--- config.mk ---
export PLATFORM = sky130hd
export DESIGN_NAME = disp_scan
export DESIGN_NICKNAME = d
export VERILOG_FILES = /design/src/rtl/disp_pkg.sv /design/src/rtl/tick_div.sv /design/src/rtl/disp_scan.sv
export SDC_FILE = /design/constraint.sdc
export NUM_CORES = 1
export LEC_CHECK = 0
export ABC_AREA = 1
export CORE_MARGIN = 5
export CORE_UTILIZATION = 45
export CTS_BUF_LIST = sky130_fd_sc_hd__clkbuf_8
export CTS_CLUSTER_DIAMETER = 50
export CTS_CLUSTER_SIZE = 24
export DETAILED_ROUTE_END_ITERATION = 10
export GPL_ROUTABILITY_DRIVEN = 1
export PLACE_DENSITY = 0.72
export SLEW_MARGIN = 20
export SYNTH_ARGS = -nofsm -noshare
export SYNTH_HDL_FRONTEND = slang
export SYNTH_HIERARCHICAL = 1
export SYNTH_SLANG_ARGS = --single-unit
--- constraint.sdc ---
create_clock -name clk -period 6.8 [get_ports clk]
set_clock_uncertainty 0.1 [all_clocks]
set_input_delay 1.02 -clock clk [delete_from_list [all_inputs] [get_ports clk]]
set_output_delay 1.02 -clock clk [all_outputs]
set_load 0.02 [all_outputs]
--- src/rtl/disp_pkg.sv ---
// Constants shared by the display path (game logic, scanner, segment decoder).
// Also holds the leading-zero mask helper used at each snapshot.
package disp_pkg;

    localparam logic [7:0] DIG_OFF   = 8'hFF;
    localparam logic [3:0] NUM_BLANK = 4'hF;
    localparam int         BCD_W     = 4;
    localparam int         MAX_DIG   = 8;

    // Walk from the top scanned digit down, masking zeros until the first nonzero digit.
    // Digit 0 is never masked, so a value of zero still shows a single 0.
    function automatic logic [MAX_DIG-1:0] lz_mask(
        input logic [MAX_DIG*BCD_W-1:0] digits,
        input int                       n_dig
    );
        logic [MAX_DIG-1:0] m;
        logic               leading;
        m       = '0;
        leading = 1'b1;
        for (int i = MAX_DIG - 1; i >= 1; i--) begin
            if (i < n_dig) begin
                if (leading && digits[i*BCD_W +: BCD_W] == 4'd0) begin
                    m[i] = 1'b1;
                end else begin
                    leading = 1'b0;
                end
            end
        end
        return m;
    endfunction

endpackage

--- src/rtl/tick_div.sv ---
// Slot prescaler: counts 0..DIV-1, pulses wrap on the last count, clr forces zero.
module tick_div #(
    parameter int DIV = 50000
) (
    input  logic                   clk,
    input  logic                   rst,
    input  logic                   clr,
    output logic [$clog2(DIV)-1:0] count,
    output logic                   wrap
);

    localparam int              PW   = $clog2(DIV);
    localparam logic [PW-1:0]   LAST = PW'(DIV - 1);

    assign wrap = !clr && (count == LAST);

    always_ff @(posedge clk or negedge rst) begin
        if (!rst) begin
            count <= '0;
        end else if (clr || wrap) begin
            count <= '0;
        end else begin
            count <= count + 1'b1;
        end
    end

endmodule

--- src/rtl/disp_scan.sv ---
// Time-multiplexed 8-digit scanner: snapshots BCD once per frame, drives decoder code
// and active-low digit selects with a dark guard interval at the start of each slot.
module disp_scan
    import disp_pkg::*;
#(
    parameter int DIV   = 50000,
    parameter int GUARD = 16,
    parameter int N_DIG = 8
) (
    input  logic        clk,
    input  logic        rst,
    input  logic        en,
    input  logic [31:0] bcd,
    input  logic        blank_lz,
    output logic [3:0]  num,
    output logic [7:0]  dig,
    output logic        frame
);

    localparam int         PW       = $clog2(DIV);
    localparam logic [2:0] LAST_IDX = 3'(N_DIG - 1);

    logic [PW-1:0] pre;
    logic [PW-1:0] pre_n;
    logic          wrap;
    logic          clr;
    logic [2:0]    idx;
    logic [2:0]    idx_n;
    logic [31:0]   shadow;
    logic [31:0]   shadow_n;
    logic [7:0]    mask;
    logic [7:0]    mask_n;
    logic          pend;
    logic          pend_n;
    logic          snap;
    logic [3:0]    num_n;
    logic [7:0]    dig_n;

    // The prescaler restarts whenever the scan is held or a fresh frame is being started.
    assign clr = !en || pend;

    tick_div #(.DIV(DIV)) u_tick_div (
        .clk   (clk),
        .rst   (rst),
        .clr   (clr),
        .count (pre),
        .wrap  (wrap)
    );

    always_comb begin
        pre_n    = pre;
        idx_n    = idx;
        shadow_n = shadow;
        mask_n   = mask;
        pend_n   = pend;
        snap     = 1'b0;

        if (!en) begin
            pre_n  = '0;
            idx_n  = '0;
            pend_n = 1'b1;
        end else if (pend) begin
            snap   = 1'b1;
            pend_n = 1'b0;
            pre_n  = '0;
            idx_n  = '0;
        end else begin
            pre_n = wrap ? '0 : pre + 1'b1;
            if (wrap) begin
                if (idx == LAST_IDX) begin
                    idx_n = '0;
                    snap  = 1'b1;
                end else begin
                    idx_n = idx + 1'b1;
                end
            end
        end

        if (snap) begin
            shadow_n = bcd;
            mask_n   = blank_lz ? lz_mask(bcd, N_DIG) : '0;
        end

        // Outputs are derived from next-state so they move in the same cycle as the scan.
        if (!en || mask_n[idx_n]) begin
            num_n = NUM_BLANK;
        end else begin
            num_n = shadow_n[{idx_n, 2'b00} +: BCD_W];
        end

        if (!en || (32'(pre_n) < 32'(GUARD))) begin
            dig_n = DIG_OFF;
        end else begin
            dig_n = ~(8'b1 << idx_n);
        end
    end

    always_ff @(posedge clk or negedge rst) begin
        if (!rst) begin
            idx    <= '0;
            shadow <= '0;
            mask   <= '0;
            pend   <= 1'b1;
            num    <= NUM_BLANK;
            dig    <= DIG_OFF;
            frame  <= 1'b0;
        end else begin
            idx    <= idx_n;
            shadow <= shadow_n;
            mask   <= mask_n;
            pend   <= pend_n;
            num    <= num_n;
            dig    <= dig_n;
            frame  <= snap;
        end
    end

endmodule

==> summary.txt <==
Outcome
  • Status: complete, no violations

Routing
  • DR pass1 iterations: 5
  • Total Routed Length: 8.67 mm
  • Via density: about 5
  • DR WL/cell: about 13 um
  • Post-route ant nets: 0
  • DRC viols: 0
  • Vias: between 3000 and 4000
  • DR iter-0 viols: about 170

Pwr
  • Total Power: 0.884 mW
  • Leakage power: 2.16 nW
  • Cell area power density: just under 200 nW/um^2
  • Peak supply drop: just under 100 uV

CTS
  • Clock Path Buffers: 2
  • Post-CTS sizing: 0
  • CTS Buf Count: 9
  • Clock slew at reported path FFs: around 0.070 ns
  • Clock Latency Late Sink: 0.35 ns
  • CTS tree: yes
  • Root buf cell: clkbuf_8
  • H-tree Lvls: 3
  • CTS Sinks: 73
  • Setup Fix Bufs, Post-CTS: 0
  • Hold buffers post-CTS: 0

Worst setup path
  • Crit end category: register
  • Crit Path Max Fanout: 68
  • Crit-path slowest cell: buf_4
  • Worst Path Arrival: roughly 3.6 ns
  • Cell Chain, Critical Path: clkdlybuf4s50_1 -> nand2_2 -> nor2_1 -> nand2_1 -> nand2_1 -> nand2_2 -> buf_4 -> clkinv_2 -> nand3_1 -> a21oi_1 -> nor2_1 -> nand2_1 -> nand2_1 -> nand4_1
  • Crit path depth: 14
  • Buf/Inv on CP: 3
  • Slowest stage delay, CP: 0.53 ns
  • CP delay by family, top: buffers and inverters
  • R2R depth: 16
  • Critical path type: primary input to register
  • CP required: between 6 and 7 ns
  • Crit-path most repeated cell: nand2_1
  • Startpoint Class: primary input

Synth
  • Leading area contributor after synthesis: dfrtp_1
  • Flops & latches, synth: 73
  • Synth warn: 6
  • Mean Syn Cell Area: 7.58 um^2
  • Synth area leaders: dfrtp_1, nand2_1, nor2_1
  • Post-Syn Nets: 534
  • Netlist Area Pre-Place: between 3000 and 4000 um^2
  • Number of synthesized flops with an enable pin: 0
  • Post-synthesis sequential area ratio: 49.1%
  • Count leader, synth: nand2_1
  • Most frequent cells after synthesis: nand2_1, nor2_1, inv_1
  • Synth Instances: about 500
  • Synth top area share: approximately two fifths
  • Main flop type after synthesis: dfrtp_1
  • Cell variety after synth: 30
  • Ys async rst share: 100%

GRT
  • Total grt overflow: 0
  • Initial antenna violation count: 0
  • Vias in the first global route: between 3000 and 4000
  • Largest net degree at the start of global routing: 74
  • GR Util All Layers: ~18%
  • First-pass GRT wire length: approximately 14 mm

Cells and area
  • Fin cells: 658
  • Fillcell total: about 770
  • Layout cells sized above 1: about a tenth
  • Storage element area: around 1800 um^2
  • Layout net count: 587
  • Antenna Cells: 0
  • Final Util: 54.8%
  • Area growth, synth to finish: 19.4%
  • Multi-input gate area: 1530 um^2
  • Fin area: ~4500 um^2

Die
  • # rows: 33
  • Die width: ~100 um
  • Die Area: roughly 10000 um^2
  • # IOs: 49
  • Core ar.: ~8200 um^2
  • Initial Util: between 40% and 50%
  • Die Y: between 100 and 150 um

Place
  • Placed instance area: approximately 4300 um^2
  • Placed cell count: approximately 640
  • IO buf count: between 40 and 50
  • Routability cong.: between 0.8 and 0.9
  • HPWL Detailed: 6.34 mm
  • Post-place setup slack: about 3.1 ns

Timing
  • Fin. max-slew vios: 0
  • Period utilisation layout: between 50% and 60%
  • Achievable frequency: 293 MHz
  • Final Worst Setup Slack: 3.38 ns
  • Total Neg Setup Slack: 0 ns
  • Worst Tran Pin Value: between 0.9 and 1 ns
  • Setup-failing EPs final: 0
  • Crit path time final: 3.42 ns
  • RSZ-0062 raised after global routing: no
  • Fin. Hold Viols: 0
  • Slew headroom: 39.8%
  • Final hold slack: ~0.37 ns

Run
  • Max-cap violation count: 0

Min path
  • Hold Path Cell Cnt: 2
  • Hold Crit Class: register to register
[report_power, final]
part / total, mW / leakage, nW / internal (mW) / switching [mW]
Clock: 0.302 / 0.0991 / 0.148 / 0.154
Sequential: 0.471 / 0.886 / 0.463 / 0.00811
Combinational: 0.112 / 1.17 / 0.0455 / 0.0662
Total: 0.884 / 2.16 / 0.656 / 0.229
[cell type report]
cell class / instances / share of cell area [%]
Multi-Input combinational cell: 333 / 34.2
Timing Repair Buffer: 50 / 10.9
Sequential cell: 73 / 41.1
Tap cell: 105 / 2.93
Clock buffer: 11 / 3.38
Inverter: 81 / 6.82
Clock inverter: 5 / 0.531
[cell families (layout without fill, tap and decap cells)]
kind of cell,Yosys count,count (layout),share of synthesized area [%]
AND/OR/NAND/NOR,287,287,32.4
buffers and inverters,89,147,9.97
flip-flops,73,73,49.1
AO/OA/AOI/OAI,35,35,5.67
XOR/XNOR,8,8,1.87
adder cells (fa/ha/maj),3,3,1.00
[tightest hold or removal path, delay by kind of cell (launching register included)]
kind | cells | cell delay, ns
buf+inv | 1 | 0.07
flops | 1 | 0.32
simple gates | 1 | 0.05
[metal layers]
layer  wire [um]  part of all wire [%]  vias to the layer above  GRT usage [%]
met4         202                   2.3                        0           8.18
li1            -                     -                     1620              -
met2        4170                    48                       71           29.3
met1        3920                    45                     1496           22.9
met3         375                   4.3                       13           2.82
met5           0                     0                        -              0
[registers in the layout, summed over array words and instances, names as in the netlist]
name and flops:
idx 3, dig 8, num 4, u_tick_div/count 16
mask 8, frame 1, shadow 32, pend 1
[placed cells by master (no fill, tap or decap)]
| master | count |
|---|---|
| nand2_1 | 139 |
| nor2_1 | 95 |
| inv_1 | 80 |
| dfrtp_1 | 60 |
| clkdlybuf4s50_1 | 47 |
| o21ai_0 | 18 |
| nand3_1 | 18 |
| nand4_1 | 15 |
| dfstp_2 | 13 |
| clkbuf_8 | 11 |
| o21ai_2 | 8 |
| nor2_2 | 6 |
| o21ai_1 | 5 |
| nor4_1 | 5 |
| xor2_1 | 5 |
| nand2_2 | 3 |
| inv_2 | 3 |
| xnor2_1 | 3 |
| ha_1 | 3 |
| clkinv_2 | 2 |
| nand3_2 | 2 |
| buf_4 | 2 |
| nor3_4 | 1 |
| a21oi_1 | 1 |
| a21oi_2 | 1 |
| a31oi_1 | 1 |
| nor3_1 | 1 |
| clkinvlp_4 | 1 |
| buf_2 | 1 |
| nand2_4 | 1 |
| nor2_4 | 1 |
| o21bai_1 | 1 |
[path summary, 6_finish.rpt]
kind | from | end | slack, ns
setup / recovery | en | num[1] | 3.38
hold / removal | mask[0] | mask[0] | 0.37
setup reg to reg | u_tick_div/count[0] | num[1] | 3.65
hold reg to reg | mask[0] | mask[0] | 0.37
max in group asynchronous | rst | u_tick_div/count[15] | 5.23
min in group asynchronous | rst | shadow[1] | 0.76
(Power assumes the default switching activity.)
